===== src/rtl/usrt_pkg.sv =====
// Shared definitions for the parametrised USRT transmitter:
// parity mode codes, FSM state encoding and the parity helper.
package usrt_pkg;

    localparam int PAR_NONE = 0;
    localparam int PAR_EVEN = 1;
    localparam int PAR_ODD  = 2;

    typedef enum logic [2:0] {
        IDLE,
        ARM,
        DATA,
        PAR,
        STOP
    } usrt_state_t;

    // Word is zero-extended by the caller, so unused upper bits
    // do not disturb the XOR.
    function automatic logic parity_bit(
        input logic [15:0] word,
        input int          mode
    );
        logic x;
        x = ^word;
        if (mode == PAR_ODD) begin
            return ~x;
        end
        if (mode == PAR_EVEN) begin
            return x;
        end
        return 1'b0;
    endfunction

endpackage


===== src/rtl/usrt_fifo.sv =====
// Synchronous word FIFO feeding the USRT shifter.
// Ports: wr_en/wr_data push, rd_en pop, rd_data head word, full/empty flags.
module usrt_fifo
    import usrt_pkg::*;
#(
    parameter int DATA_W = 8,
    parameter int DEPTH  = 4
) (
    input  logic              clk,
    input  logic              rst,
    input  logic              wr_en,
    input  logic [DATA_W-1:0] wr_data,
    input  logic              rd_en,
    output logic [DATA_W-1:0] rd_data,
    output logic              full,
    output logic              empty
);

    localparam int AW = $clog2(DEPTH);

    logic [DATA_W-1:0] mem [DEPTH];
    logic [AW-1:0]     wr_ptr;
    logic [AW-1:0]     rd_ptr;
    logic [AW:0]       count;
    logic              do_wr;
    logic              do_rd;

    // Flags come from the pre-pop count, so a write while full is
    // refused even if a pop happens in the same cycle.
    assign full    = (count == (AW+1)'(DEPTH));
    assign empty   = (count == '0);
    assign do_wr   = wr_en && !full;
    assign do_rd   = rd_en && !empty;
    assign rd_data = mem[rd_ptr];

    always_ff @(posedge clk) begin
        if (rst) begin
            wr_ptr <= '0;
            rd_ptr <= '0;
            count  <= '0;
        end else begin
            if (do_wr) begin
                wr_ptr <= wr_ptr + 1'b1;
            end
            if (do_rd) begin
                rd_ptr <= rd_ptr + 1'b1;
            end
            case ({do_wr, do_rd})
                2'b10:   count <= count + 1'b1;
                2'b01:   count <= count - 1'b1;
                default: count <= count;
            endcase
        end
    end

    always_ff @(posedge clk) begin
        if (do_wr) begin
            mem[wr_ptr] <= wr_data;
        end
    end

endmodule


===== src/rtl/usrt_tx_param.sv =====
// Parametrised USRT transmitter: FIFO-buffered words shifted out LSB
// first on TXD, one bit per falling edge of the external usrt_clk.
// Ports: clk/rst, usrt_clk, wr_en/wr_data, single mode select,
// full/empty/overflow FIFO status, busy, RTS and TXD line outputs.
module usrt_tx_param
    import usrt_pkg::*;
#(
    parameter int DATA_W     = 8,
    parameter int FIFO_DEPTH = 4,
    parameter int PARITY     = 0,
    parameter int STOP_BITS  = 1
) (
    input  logic              clk,
    input  logic              rst,
    input  logic              usrt_clk,
    input  logic              wr_en,
    input  logic [DATA_W-1:0] wr_data,
    input  logic              single,
    output logic              full,
    output logic              empty,
    output logic              overflow,
    output logic              busy,
    output logic              RTS,
    output logic              TXD
);

    localparam int CNT_W = $clog2(DATA_W + 1);
    localparam logic [CNT_W-1:0] LAST_BIT = CNT_W'(DATA_W - 1);
    localparam logic [1:0] STOP_END = 2'(STOP_BITS);

    logic usrt_s1;
    logic usrt_s2;
    logic usrt_prev;
    logic tick;

    usrt_state_t       state, state_n;
    logic [DATA_W-1:0] shifter, shifter_n;
    logic [CNT_W-1:0]  bit_cnt, bit_cnt_n;
    logic [1:0]        stop_cnt, stop_cnt_n;
    logic              par_r, par_n;
    logic              txd_r, txd_n;
    logic              rts_r, rts_n;
    logic              overflow_r;
    logic              load;
    logic              pop;
    logic [DATA_W-1:0] fifo_data;

    usrt_fifo #(
        .DATA_W (DATA_W),
        .DEPTH  (FIFO_DEPTH)
    ) u_fifo (
        .clk     (clk),
        .rst     (rst),
        .wr_en   (wr_en),
        .wr_data (wr_data),
        .rd_en   (pop),
        .rd_data (fifo_data),
        .full    (full),
        .empty   (empty)
    );

    always_ff @(posedge clk) begin
        if (rst) begin
            usrt_s1   <= 1'b0;
            usrt_s2   <= 1'b0;
            usrt_prev <= 1'b0;
        end else begin
            usrt_s1   <= usrt_clk;
            usrt_s2   <= usrt_s1;
            usrt_prev <= usrt_s2;
        end
    end

    // Falling edge of the synchronised bit clock.
    assign tick = usrt_prev & ~usrt_s2;

    always_ff @(posedge clk) begin
        if (rst) begin
            state      <= IDLE;
            shifter    <= '0;
            bit_cnt    <= '0;
            stop_cnt   <= '0;
            par_r      <= 1'b0;
            txd_r      <= 1'b1;
            rts_r      <= 1'b0;
            overflow_r <= 1'b0;
        end else begin
            state      <= state_n;
            shifter    <= shifter_n;
            bit_cnt    <= bit_cnt_n;
            stop_cnt   <= stop_cnt_n;
            par_r      <= par_n;
            txd_r      <= txd_n;
            rts_r      <= rts_n;
            overflow_r <= wr_en && full;
        end
    end

    always_comb begin
        state_n    = state;
        shifter_n  = shifter;
        bit_cnt_n  = bit_cnt;
        stop_cnt_n = stop_cnt;
        par_n      = par_r;
        txd_n      = txd_r;
        rts_n      = rts_r;
        load       = 1'b0;
        pop        = 1'b0;

        unique case (state)
            IDLE: begin
                if (!empty) begin
                    rts_n   = 1'b1;
                    state_n = ARM;
                end
            end
            ARM: begin
                if (tick) begin
                    load = 1'b1;
                end
            end
            DATA: begin
                if (tick) begin
                    txd_n     = shifter[0];
                    shifter_n = shifter >> 1;
                    bit_cnt_n = bit_cnt + 1'b1;
                    if (bit_cnt == LAST_BIT) begin
                        stop_cnt_n = '0;
                        state_n    = (PARITY != PAR_NONE) ? PAR : STOP;
                    end
                end
            end
            PAR: begin
                if (tick) begin
                    txd_n      = par_r;
                    stop_cnt_n = '0;
                    state_n    = STOP;
                end
            end
            STOP: begin
                if (tick) begin
                    // The tick after the final stop bit closes the
                    // frame; a queued word starts right here.
                    if (stop_cnt == STOP_END) begin
                        if (!single && !empty) begin
                            load = 1'b1;
                        end else begin
                            rts_n   = 1'b0;
                            state_n = IDLE;
                        end
                    end else begin
                        txd_n      = 1'b1;
                        stop_cnt_n = stop_cnt + 1'b1;
                    end
                end
            end
            default: begin
                state_n = IDLE;
            end
        endcase

        if (load) begin
            pop       = 1'b1;
            shifter_n = fifo_data;
            par_n     = parity_bit(16'(fifo_data), PARITY);
            bit_cnt_n = '0;
            txd_n     = 1'b0;
            state_n   = DATA;
        end
    end

    assign busy     = (state != IDLE);
    assign RTS      = rts_r;
    assign TXD      = txd_r;
    assign overflow = overflow_r;

endmodule


===== config.mk =====
export PLATFORM = sky130hd
export DESIGN_NAME = usrt_tx_param
export DESIGN_NICKNAME = d
export VERILOG_FILES = /design/src/rtl/usrt_pkg.sv /design/src/rtl/usrt_fifo.sv /design/src/rtl/usrt_tx_param.sv
export SDC_FILE = /design/constraint.sdc
export NUM_CORES = 1
export LEC_CHECK = 0
export ABC_AREA = 1
export ABC_CLOCK_PERIOD_IN_PS = 4800
export CAP_MARGIN = 30
export CELL_PAD_IN_SITES_DETAIL_PLACEMENT = 1
export CELL_PAD_IN_SITES_GLOBAL_PLACEMENT = 1
export CORE_UTILIZATION = 48
export CTS_CLUSTER_SIZE = 14
export DETAILED_ROUTE_END_ITERATION = 12
export GPL_ROUTABILITY_DRIVEN = 0
export PLACE_DENSITY_LB_ADDON = 0.12
export SYNTH_ARGS = -nofsm -noshare
export SYNTH_HDL_FRONTEND = slang
export SYNTH_SLANG_ARGS = --single-unit

===== constraint.sdc =====
create_clock -name clk -period 4.8 [get_ports clk]
set_input_delay 0.48 -clock clk [delete_from_list [all_inputs] [get_ports clk]]
set_output_delay 0.48 -clock clk [all_outputs]
set_load 0.01 [all_outputs]

# [Word level (Yosys, flattened, before mapping)]
# Memory sizes are Yosys's and may differ from the RTL's. A register that Yosys moved wholly into a read port is not among the register bits.
# Cells that the tools add are included.
[op_classes] n_addsub=6 mux=40 reduce_logical=24 n_bitwise=3 n_eq_ne=26
[ops] operator="2-to-1 mux 8 bit" n=3
[ops] operator="!= test 3 bit (second input constant)" n=8
[ops] operator="2-to-1 mux 3 bit" n=7
[ops] operator="!= test 2 bit (second input constant)" n=9
[ops] operator="2-to-1 mux 1 bit" n=16
[ops] operator="2-to-1 mux 2 bit" n=8
[ops] operator="AND reduction 8 bit" n=2
[ops] operator="case mux 3 bit (5 select lines)" n=1
[ops] operator="AND reduction 5 bit" n=2
[ops] operator="nonzero test 2 bit" n=4
[ops] operator="adder 2 x 1 -> 2 bit (second input constant)" n=3
[ops] operator="equality test 3 x 2 -> 1 bit (second input constant)" n=2
[ops] operator="equality test 3 bit (second input constant)" n=2
[ops] operator="logical NOT 3 bit" n=2
[ops] operator="case mux 2 bit (3 select lines)" n=1
[ops] operator="case mux 3 bit (2 select lines)" n=1
[ops] operator="AND reduction 6 bit" n=1
[ops] operator="nonzero test 3 bit" n=2
[ops] operator="adder 4 x 1 -> 4 bit (second input constant)" n=1
[ops] operator="equality test 2 x 1 -> 1 bit (second input constant)" n=2
[ops] operator="equality test 4 x 3 -> 1 bit (second input constant)" n=1
[ops] operator="logical AND 1 bit" n=4
[ops] operator="case mux 1 bit (2 select lines)" n=2
[ops] operator="AND reduction 2 bit" n=2
[ops] operator="10 further kinds" n=13
[totals] reg_bits=30 word_cells=114 out_inout_bits=6 mem_bits_rw=32 n_memories=1 input_bits=13
[mem_list] name="u_fifo.mem" words=4 width=8 read_ports=1 rd_clocked_by_memory_dff=1 write_ports=1 line="usrt_fifo.sv:21" rtl="logic [DATA_W-1:0] mem [DEPTH];"

# [Depth between registers and ports, before layout]
# Gate-level depths: netlist of run 1.
[depth] ltp_word=11 ltp_mapped=14 ltp_nobuf=14

# [Hierarchy]
# Synthesis of run 1 repeated with hierarchy kept, for this count alone.
[unflattened] cells_unflattened=327 area_unflattened_um2=2922.8
[modules_own_cells] module="usrt_fifo" seq_area_each_um2=1141.1 cells_each=146 instances=1 area_per_inst_um2=1691.6
[modules_own_cells] module="usrt_tx_param" seq_area_each_um2=460.4 cells_each=181 instances=1 area_per_inst_um2=1231.2

# [Worst setup path before layout of run 1]
# Ideal clock, no wire load.
[synth_path] path_kind="flip-flop to flip-flop" from="register state[2]" to="register u_fifo.count[2]" synth_period_minus_slack_ns=2.039 setup_slack_ns=2.761 required_ns=4.678 path_stages_with_launch=14 t_arrival_ns=1.917 setup_ns=0.122 n_path_buf=0 cell_sequence="dfxtp_1 > inv_2 > nor2_4 > nand4_2 > nand2_4 > nand3_2 > inv_2 > ha_1 > inv_1 > fa_1 > a21oi_1 > o21ai_0 > o21ai_0 > a21oi_1"
[synth_between] elab_chain_cells=6 elab_cells_between_ends=9 cone_classes="eq/ne (4); mux (3); reduce/logical (2)"
[synth_lines] item="start: declaration" line="usrt_tx_param.sv:36" rtl="usrt_state_t state, state_n;"
[synth_lines] item="start signal: assignment" line="usrt_tx_param.sv:88" rtl="state <= state_n;"
[synth_lines] item="equality test 3 bit / equality test 3 x 1 -> 1 bit (equally long branches)" line="usrt_tx_param.sv:110" rtl="unique case (state)"
[synth_lines] item="case mux 1 bit (2 select lines) (*)" line="usrt_tx_param.sv:110"
[synth_lines] item="2-to-1 mux 1 bit (*)" line="usrt_tx_param.sv:162" rtl="if (load) begin"
[synth_lines] item="logical AND 1 bit (*)" line="usrt_fifo.sv:33" rtl="assign do_rd = rd_en && !empty;"
[synth_lines] item="via u_fifo.do_rd" line="usrt_fifo.sv:26" rtl="logic do_rd;"
[synth_lines] item="equality test 2 x 1 -> 1 bit / equality test 2 bit (equally long branches)" line="usrt_fifo.sv:48" rtl="case ({do_wr, do_rd})"
[synth_lines] item="case mux 3 bit (2 select lines) / nonzero test 2 bit (equally long branches)"
[synth_lines] item="end signal: assignment" line="usrt_fifo.sv:49" rtl="2'b10: count <= count + 1'b1;"
[synth_lines] item="end signal: assignment" line="usrt_fifo.sv:50" rtl="2'b01: count <= count - 1'b1;"
[synth_lines] item="end signal: assignment" line="usrt_fifo.sv:51" rtl="default: count <= count;"
[synth_lines] item="end: declaration" line="usrt_fifo.sv:24" rtl="logic [AW:0] count;"
# The timed path passes the listed nets; every way through them passes the cells marked *.
# A chain may end at the register's enable or synchronous reset.

# [Final worst setup path of run 1]
# Ends and elaborated chain as after synthesis.

==> results of run 1 <==
-- metal layers --
| metal | up-vias | GRT usage [%] |
|---|---|---|
| met5 | - | 0 |
| met4 | 0 | 10.91 |
| met3 | 10 | 4.483 |
| met2 | 17 | 41.55 |
| met1 | 1011 | 25.71 |
| li1 | 1084 | - |
-- worst min path at each step --
stage / from / end / slack (ps)
after floorplan: usrt_s1 / usrt_s2 / 390
after global placement: usrt_s1 / usrt_s2 / 400
after detailed placement: usrt_s1 / usrt_s2 / 400
after CTS: usrt_s1 / usrt_s2 / 410
after global routing: usrt_s1 / usrt_s2 / 420
final: usrt_s1 / usrt_s2 / 400
-- power groups by stage --
stage / clock network (mW) / registers [mW] / logic (mW)
2_1_floorplan: 0 / 0.619 / 0.0734
3_3_place_gp: 0 / 0.621 / 0.113
3_5_place_dp: 0 / 0.622 / 0.117
4_1_cts: 0.407 / 0.610 / 0.119
5_1_grt: 0.426 / 0.612 / 0.133
6_report: 0.397 / 0.610 / 0.117
-- through the flow --
step	instances	power [mW]	hold WS (ps)	util, %
after floorplan	319	0.6929	388.3	-
after global placement	402	0.7341	395.0	55.02
after global routing	418	1.171	421.9	57.94
after CTS	418	1.135	409.1	57.94
after detailed placement	402	0.7388	398.0	55.02
final	418	1.124	404.1	57.94
-- placed cells by master (no fill, tap or decap), drive strengths merged --
master / instances
nor2: 66
nand2: 54
inv: 42
dfxtp: 32
edfxtp: 32
o21ai: 30
a21oi: 18
clkdlybuf4s50: 18
nand3: 13
clkbuf: 10
ha: 7
nand4: 5
clkinv: 5
nor3: 3
xor2: 2
o22ai: 2
nand3b: 1
xnor2: 1
nor3b: 1
or2: 1
o211ai: 1
fa: 1
clkinvlp: 1
-- area by class of cell --
cell class	instances	area share, %
clock buffers	10	3.928
clock inverters	6	1.117
inverters	42	4.929
multi-input cells	206	32.42
flip-flops and latches	64	49.29
well taps	72	2.772
repair buffers	18	5.545
-- worst max-delay path, delay by kind of cell (launching register included) --
| family | cells | cell delay, ps |
|---|---|---|
| buf+inv | 3 | 290 |
| flops | 1 | 460 |
| fa+ha+maj | 2 | 510 |
| simple gates | 4 | 500 |
| compound gates | 4 | 470 |
-- flip-flops by register name, indices dropped and copies added, names as in the netlist, named ones only --
signal / count
u_fifo.mem: 32
TXD: 1
overflow: 1
u_fifo.wr_ptr: 2
stop_cnt: 2
usrt_s2: 1
usrt_prev: 1
state: 3
u_fifo.rd_ptr: 2
bit_cnt: 4
u_fifo.count: 3
usrt_s1: 1
RTS: 1
shifter: 8
-- cell usage after synthesis, drive strengths merged --
master and n:
nor2 66, nand2 54, inv 42, dfxtp 32
edfxtp 32, o21ai 30, a21oi 18, nand3 13
ha 7, buf 5, nand4 5, nor3 3
clkbuf 2, o22ai 2, xor2 2, fa 1
nand3b 1, nor3b 1, o211ai 1, or2 1
xnor2 1
-- cell families (layout without fill, tap and decap cells) --
group / after synthesis / after routing / synth area share (%)
buf+inv: 49 / 76 / 6.766
xor+xnor: 3 / 3 / 0.9228
compound gates: 51 / 51 / 9.139
fa+ha+maj: 8 / 8 / 3.778
simple gates: 144 / 144 / 23.15
flops: 64 / 64 / 56.24
==> results.toml, run 1 <==
[status]
status = "completed"

[cts]
hold_buffers = 0
cts_sinks = 64
htreeDepth = 3
cts.clk_slew.worst_paths_ps = 70
cts_setup_buffers = 0
cts_resized = 0
clockBufferDepth = 2
clock_latency_ps = 350
cts_tree = "done"
cts_buffers = 9
cts-root-buf = "clkbuf_8"

[timing]
final.setup.tns_ps = 0
relSlewSlack_pct = 42.79
period_share_pct = 48.64
max_slew.worst_pin.slew_ps = 855.0
period_needed_ps = 2335
setup_slack_ps = 2465
finalMaxSlewViolations = 0
fmax_mhz = 428.3
rsz0062_at_grt = "false"
fin_worst_skew_ps = 8.832
timing_hold_violations_final = 0
setup_viol = 0

[setup_path]
r2r_end = "u_fifo.count[2]"
r2r_start = "state[2]"
critPathMaxFanout = 8
startpoint = "state[2]"
r2r_cells = 13
worstSetupPathType = "flip-flop to flip-flop"
crit_path_end_kind = "flip-flop"
r2r_slack_ps = 2470
critPathArrivalTime_ps = 2570
worst-endpoint-required_ps = 5030
path_cells = "inv_2, nor2_4, nand4_2, nand2_4, nand3_2, inv_2, ha_1, inv_1, fa_1, a21oi_1, o21ai_0, o21ai_0, a21oi_1"
slowest_delay_ps = 460
endpoint = "u_fifo.count[2]"
start_kind = "flip-flop"
slowest_stage = "dfxtp_1"

[floorplanning]
num_rows = 27
die_y_um = 79.03
start_util_pct = 50.78
io_pins = 19
coreArea_um2 = 5608
die_w_um = 79.03
die-area_um2 = 6245

[cells_and_area]
area_delta_synth_final_pct = 14.10
num_antenna_cells = 0
nFillCells = 676
drive_gt1_share_pct = 10.98
multi_input_area_um2 = 1054
stdcell_area_um2 = 3249
nNetsFinal = 362
regArea_um2 = 1602

[detailed_routing]
dr_wl_met3_um = 101
drt-total-wl_mm = 6.151
drtAntennaViolNets = 0
route.met2.wl_mm = 3.237
drt_iter0_markers = 56
route.detailed.drc = 0
topRoutingLayerUsed = "met4"
drtPass1Iterations = 4
wire_per_inst_um = 14.72
wl_met1_mm = 2.679
dr_total_vias = 2122
vias_per_cell = 5.077

[global_routing]
grt_pass1_vias = 2250
track_usage_pct = 22.96
grt_max_degree = 18
antenna_found_initial = 0
grt.overflow.total = 0
grt_first_pass_wirelength_mm = 10.52

[power]
switching_power_mw = 0.2989
p_leak_nw = 1.306
p_int_mw = 0.8251
power_density_nw_per_um2 = 345.9
seq_power_share_pct = 54.3
vdd_drop_max_v = 0.0002312
power_frac_comb_pct = 10.4
swShare_pct = 26.59
clockPowerShare_pct = 35.4

[synthesis]
synth_largest_area_cell = "edfxtp_1"
yosys.area.top_type_share_pct = 33.74
syn_inst = 319
syn_nets = 340
ys_types = 31
yosys_register_bits = 64
synthesis.area_um2 = 2848
yosysSeqAreaShare_pct = 56.24
yosysWarnings = 0
synthTopCellsByArea = "edfxtp_1, dfxtp_1, nor2_1"
synth_area_per_cell_um2 = 8.927

[min_path]
whs_path_depth = 2
hold_path.class = "flip-flop to flip-flop"

[placed_design]
post-dp-hpwl_mm = 4.093
dp_slack_ps = 2196
io_buffers = 18
place_area_um2 = 3085

[run]
max_cap_viol_count = 0
(Power assumes the default switching activity.)
==> run 2: changes to the inputs <==
ABC_CLOCK_PERIOD_IN_PS = 2000   (was 4800)
CORE_UTILIZATION = 40   (was 48)
clock period = 2 ns   (was 4.8 ns; I/O delays follow)
==> run 2 against run 1 <==
  * Non-clock buffer count up 22
  * First-iteration DRC count down 14%
  * Hold slack worse by 35 ps
  * Count of clock-buffer cells in the layout down 1
  * Die area up 19%
  * Sequential power up 140%
  * Clock skew down 0.97 ps
  * Largest cell class unchanged
==> results.toml, run 2 (synthesis gave the netlist of run 1 again) <==
[cells_and_area]
largestRegisters = "u_fifo.mem (32), shifter (8), bit_cnt (4)"
drive_gt1_share_pct = 19.29
final_common_cell = "nor2_1"
largest_reg_flops = 32
area_delta_synth_final_pct = 23.81
num_antenna_cells = 0
largest-register = "u_fifo.mem"
nNetsFinal = 384
layout_common_cells = "nor2_1, nand2_1, inv_1"

[run]
max_cap_viol_count = 0

[min_path]
whs_path_depth = 3
hold_path.class = "input port to flip-flop"

[setup_path]
critPathMaxFanout = 3
startpoint = "state[1]"
worstSetupPathType = "flip-flop to flip-flop"
cp_top_family = "adder cells"
endpoint = "u_fifo.count[2]"
slowest_stage = "fa_2"
r2r_end = "u_fifo.count[2]"
worst-endpoint-required_ps = 2230
start_kind = "flip-flop"
crit_buf_inv = 3
r2r_slack_ps = 20
r2r_start = "state[1]"
cpMostUsedCell = "inv_2"
crit_path_end_kind = "flip-flop"
path_cells = "inv_2, nand2_2, nor2_4, nand4_4, nand2_4, nand3_4, inv_4, ha_4, inv_2, fa_2, a21oi_2, o21ai_2, o21ai_1, a21oi_1"
r2r_cells = 14
cp.depth = 14
slowest_delay_ps = 380
critPathArrivalTime_ps = 2210

[timing]
setup_viol = 0
rsz0062_at_grt = "true"
period_share_pct = 99.18
fmax_mhz = 504.1
relSlewSlack_pct = 69.91
finalMaxSlewViolations = 0
fin_worst_skew_ps = 7.860
holdWs_ps = 368.9
timing_hold_violations_final = 0
max_slew.worst_pin.slew_ps = 450.8
setup_slack_ps = 16.36
period_needed_ps = 1984

[cts]
cts_buffers = 9
cts_sinks = 64
hold_buffers = 0
clock_latency_ps = 340
htreeDepth = 3
cts_tree = "done"
clockBufferDepth = 2
cts.clk_slew.worst_paths_ps = 80
cts-root-buf = "clkbuf_8"

[floorplanning]
coreArea_um2 = 6832
io_pins = 19
start_util_pct = 41.68
die_y_um = 86.38
die_w_um = 86.38
num_rows = 30
die-area_um2 = 7461

[global_routing]
grt.overflow.total = 0
grt_max_degree = 17
grt_first_pass_wirelength_mm = 10.63
grt_pass1_vias = 2340
track_usage_pct = 18.71
antenna_found_initial = 0

[placed_design]
dp_slack_ps = -218.9
post-dp-hpwl_mm = 4.338
io_buffers = 18

[power]
power_density_nw_per_um2 = 800.5
p_leak_nw = 1.427
vdd_drop_max_v = 0.0004396
power.total_mw = 2.822

[status]
status = "completed"

[detailed_routing]
drt_iter0_markers = 48
vias_per_cell = 4.780
route.detailed.drc = 0
dr_total_vias = 2218
drt-total-wl_mm = 6.250
drtPass1Iterations = 4
drtAntennaViolNets = 0
wire_per_inst_um = 13.47
==> run 2: cell types whose count changed in the layout (fill, tap and decap cells not counted), sizes merged <==
cell | before | now
clkinv | 5 | 3
buf | 0 | 22
inv | 42 | 45
clkbuf | 10 | 9
==> run 2: per-stage QoR <==
| step | util, % | setup TNS (ps) | std cells | area, um^2 |
|---|---|---|---|---|
| after floorplan | - | 0 | 319 | 2850 |
| after global placement | 47.73 | -121.6 | 445 | 3261 |
| after detailed placement | 47.73 | -218.9 | 445 | 3261 |
| after CTS | 50.59 | 0 | 461 | 3456 |
| after global routing | 51.61 | -116.5 | 464 | 3526 |
| final | 51.61 | 0 | 464 | 3526 |
==> run 2: how the worst min path moves through the flow <==
stage	from	endpoint	slack (ps)
detailed placement	usrt_s1	usrt_s2	400
CTS	usrt_clk	usrt_s1	370
floorplan	wr_data[0]	u_fifo.mem[0][0]	300
global route	usrt_clk	usrt_s1	380
global placement	usrt_s1	usrt_s2	400
finish	usrt_clk	usrt_s1	370
==> run 2: final cells by class <==
cell class / count / area [um^2]
clock buffer: 9 / 123.9
clock inverter: 7 / 55.05
fill: 819 / 3306
inverter: 42 / 162.7
multi-input combinational: 206 / 1110
sequential: 64 / 1609
tap: 96 / 120.1
timing repair buffer: 40 / 345.3
==> run 2: layer usage <==
| layer | global-route usage (%) | wire [um] |
|---|---|---|
| met5 | 0 | 0 |
| met4 | 6.818 | 62 |
| met3 | 3.714 | 165 |
| met2 | 33.48 | 3189 |
| met1 | 22.26 | 2833 |
==> run 2: report_power, final <==
part / leakage [nW] / total, mW / switching [mW] / internal, mW
Sequential: 0.556 / 1.46 / 0.0238 / 1.43
Combinational: 0.779 / 0.345 / 0.199 / 0.147
Clock: 0.0919 / 1.02 / 0.557 / 0.464
Total: 1.43 / 2.82 / 0.779 / 2.04
==> run 2: worst register-to-register path, cell delays in order (launching register included) <==
cell,delay (ps)
dfxtp_2,320
inv_2,70
nand2_2,80
nor2_4,140
nand4_4,90
nand2_4,80
nand3_4,70
inv_4,70
ha_4,110
inv_2,40
fa_2,380
a21oi_2,150
o21ai_2,70
o21ai_1,140
a21oi_1,60
==> run 2: repair_timing <==
| item | CTS | global route |
|---|---|---|
| resized for setup | 4 | 11 |
| cloned | 0 | 0 |
| pin swaps | 0 | 7 |
| setup endpoints to repair | 1 | 1 |
| buffers inserted | 0 | 3 |
==> run 3: changes to the inputs <==
==> constraint.sdc (replaced) <==
create_clock -name clk -period 2 [get_ports clk]
set_input_delay 0.4 -clock clk [delete_from_list [all_inputs] [get_ports clk]]
set_output_delay 0.4 -clock clk [all_outputs]
set_load 0.01 [all_outputs]
==> run 3 against run 2 <==
  * The run now ends with negative setup slack left
  * Sequential power hardly changed
  * Combinational power hardly changed
  * Count of clock-buffer cells in the layout unchanged
  * First-iteration DRC count increased by 35%
  * Die area stayed put
  * Design area increased by 2.0%
  * Total power increased by 14%
  * Register-to-register slack got worse by 40 ps
  * Hold slack gained 39 ps
  * Maximum frequency down 3.0%
  * Cell count down 0.22%
  * Global-route usage increased by 0.69 points
  * Largest cell class unchanged
  * Largest power group unchanged
==> results.toml, run 3 (synthesis gave the netlist of run 1 again) <==
[cts]
clockBufferDepth = 2
cts_tree = "done"
cts.clk_slew.worst_paths_ps = 80
htreeDepth = 3
cts_sinks = 64
cts_buffers = 9
hold_buffers = 0
cts-root-buf = "clkbuf_8"
clock_latency_ps = 340

[setup_path]
crit_path_end_kind = "flip-flop"
worstSetupPathType = "input port to flip-flop"
worst-endpoint-required_ps = 2220
start_kind = "input port"
critPathMaxFanout = 2
critPathArrivalTime_ps = 2270

[timing]
max_slew.worst_pin.slew_ps = 430.1
period_needed_ps = 2045
fin_worst_skew_ps = 8.396
period_share_pct = 102.2
rsz0062_at_grt = "true"
setup_viol = 1
timing_hold_violations_final = 0
finalMaxSlewViolations = 0
fmax_mhz = 489.1
relSlewSlack_pct = 71.30
setup_slack_ps = -44.61

[cells_and_area]
num_antenna_cells = 0
final_common_cell = "nor2_1"
drive_gt1_share_pct = 18.80
largest-register = "u_fifo.mem"
largest_reg_flops = 32
layout_common_cells = "nor2_1, nand2_1, inv_1"
nNetsFinal = 383
largestRegisters = "u_fifo.mem (32), shifter (8), bit_cnt (4)"
area_delta_synth_final_pct = 26.27

[power]
power_density_nw_per_um2 = 894.1
vdd_drop_max_v = 0.0005123
p_leak_nw = 1.459
power.total_mw = 3.215

[detailed_routing]
drt-total-wl_mm = 6.434
drtPass1Iterations = 4
drtAntennaViolNets = 0
vias_per_cell = 4.782
drt_iter0_markers = 65
dr_total_vias = 2214
wire_per_inst_um = 13.90
route.detailed.drc = 0

[run]
max_cap_viol_count = 0

[global_routing]
grt_first_pass_wirelength_mm = 10.96
grt.overflow.total = 0
track_usage_pct = 19.40
grt_max_degree = 17
antenna_found_initial = 0
grt_pass1_vias = 2304

[floorplanning]
start_util_pct = 41.68
die-area_um2 = 7461
coreArea_um2 = 6832
die_y_um = 86.38
num_rows = 30
io_pins = 19
die_w_um = 86.38

[placed_design]
dp_slack_ps = -444.6
io_buffers = 18
post-dp-hpwl_mm = 4.327

[status]
violations = "negative setup slack"
status = "finished with violations"

[min_path]
hold_path.class = "flip-flop to flip-flop"
[run 3: changes by cell type in the layout (fill, tap and decap cells not counted), sizes merged]
cell           delta
bufinv            +3
clkinv            -2
buf               -1
clkdlybuf4s50     -1
clkinvlp          -1
dlygate4sd2       +1
[run 3: area by class of cell]
type                    instances  area, um^2
fillers                       788        3236
clock inverters                 7       125.1
clock buffers                   9       123.9
flip-flops and latches         64        1609
well taps                      96       120.1
inverters                      42       170.2
repair buffers                 39       336.6
multi-input cells             206        1111
[run 3: final timing paths]
check	start	end	slack, ps	depth (start not counted)
worst max register to register	state[0]	u_fifo.count[2]	-20	14
worst min register to register	usrt_s1	usrt_s2	410	2
worst min-delay path	usrt_s1	usrt_s2	410	2
worst max-delay path	single	u_fifo.count[2]	-40	13
[run 3: critical path, stage by stage]
cell and delay, ps:
clkdlybuf4s50_1 420, inv_1 130, nand4_4 110, nand2_4 80, nand3_4 70, inv_4 70
ha_4 130, inv_4 40, fa_2 370, a21oi_2 140, o21ai_1 90, o21ai_1 150
a21oi_1 60
[run 3: power by group]
| group | internal (mW) | switching, mW |
|---|---|---|
| Combinational | 0.147 | 0.199 |
| Sequential | 1.43 | 0.0281 |
| Clock | 0.843 | 0.565 |
| Total | 2.42 | 0.792 |
[run 3: routing by layer]
metal | vias up | global-route usage (%) | share of wire (%)
li1 | 1130 | - | -
met1 | 1051 | 24.37 | 47
met2 | 24 | 32.90 | 49
met3 | 9 | 4.571 | 2.6
met4 | 0 | 6.515 | 1.4
met5 | - | 0 | 0
[run 3: per-stage QoR]
step | setup TNS, ps | instances | area, um^2 | utilization [%] | hold slack, ps
2_1_floorplan | 0 | 319 | 2850 | - | 388.3
3_3_place_gp | -474.1 | 445 | 3261 | 47.73 | 400.8
3_5_place_dp | -604.9 | 445 | 3261 | 47.73 | 398.8
4_1_cts | -97.82 | 461 | 3518 | 51.50 | 412.2
5_1_grt | -163.5 | 463 | 3596 | 52.64 | 429.5
6_report | -44.61 | 463 | 3596 | 52.64 | 407.5
[run 3: repair_timing]
item / CTS / global route
pin swaps: 2 / 7
cloned: 0 / 0
endpoints found under the setup margin: 2 / 2
setup buffers: 0 / 2
resized for setup: 5 / 14
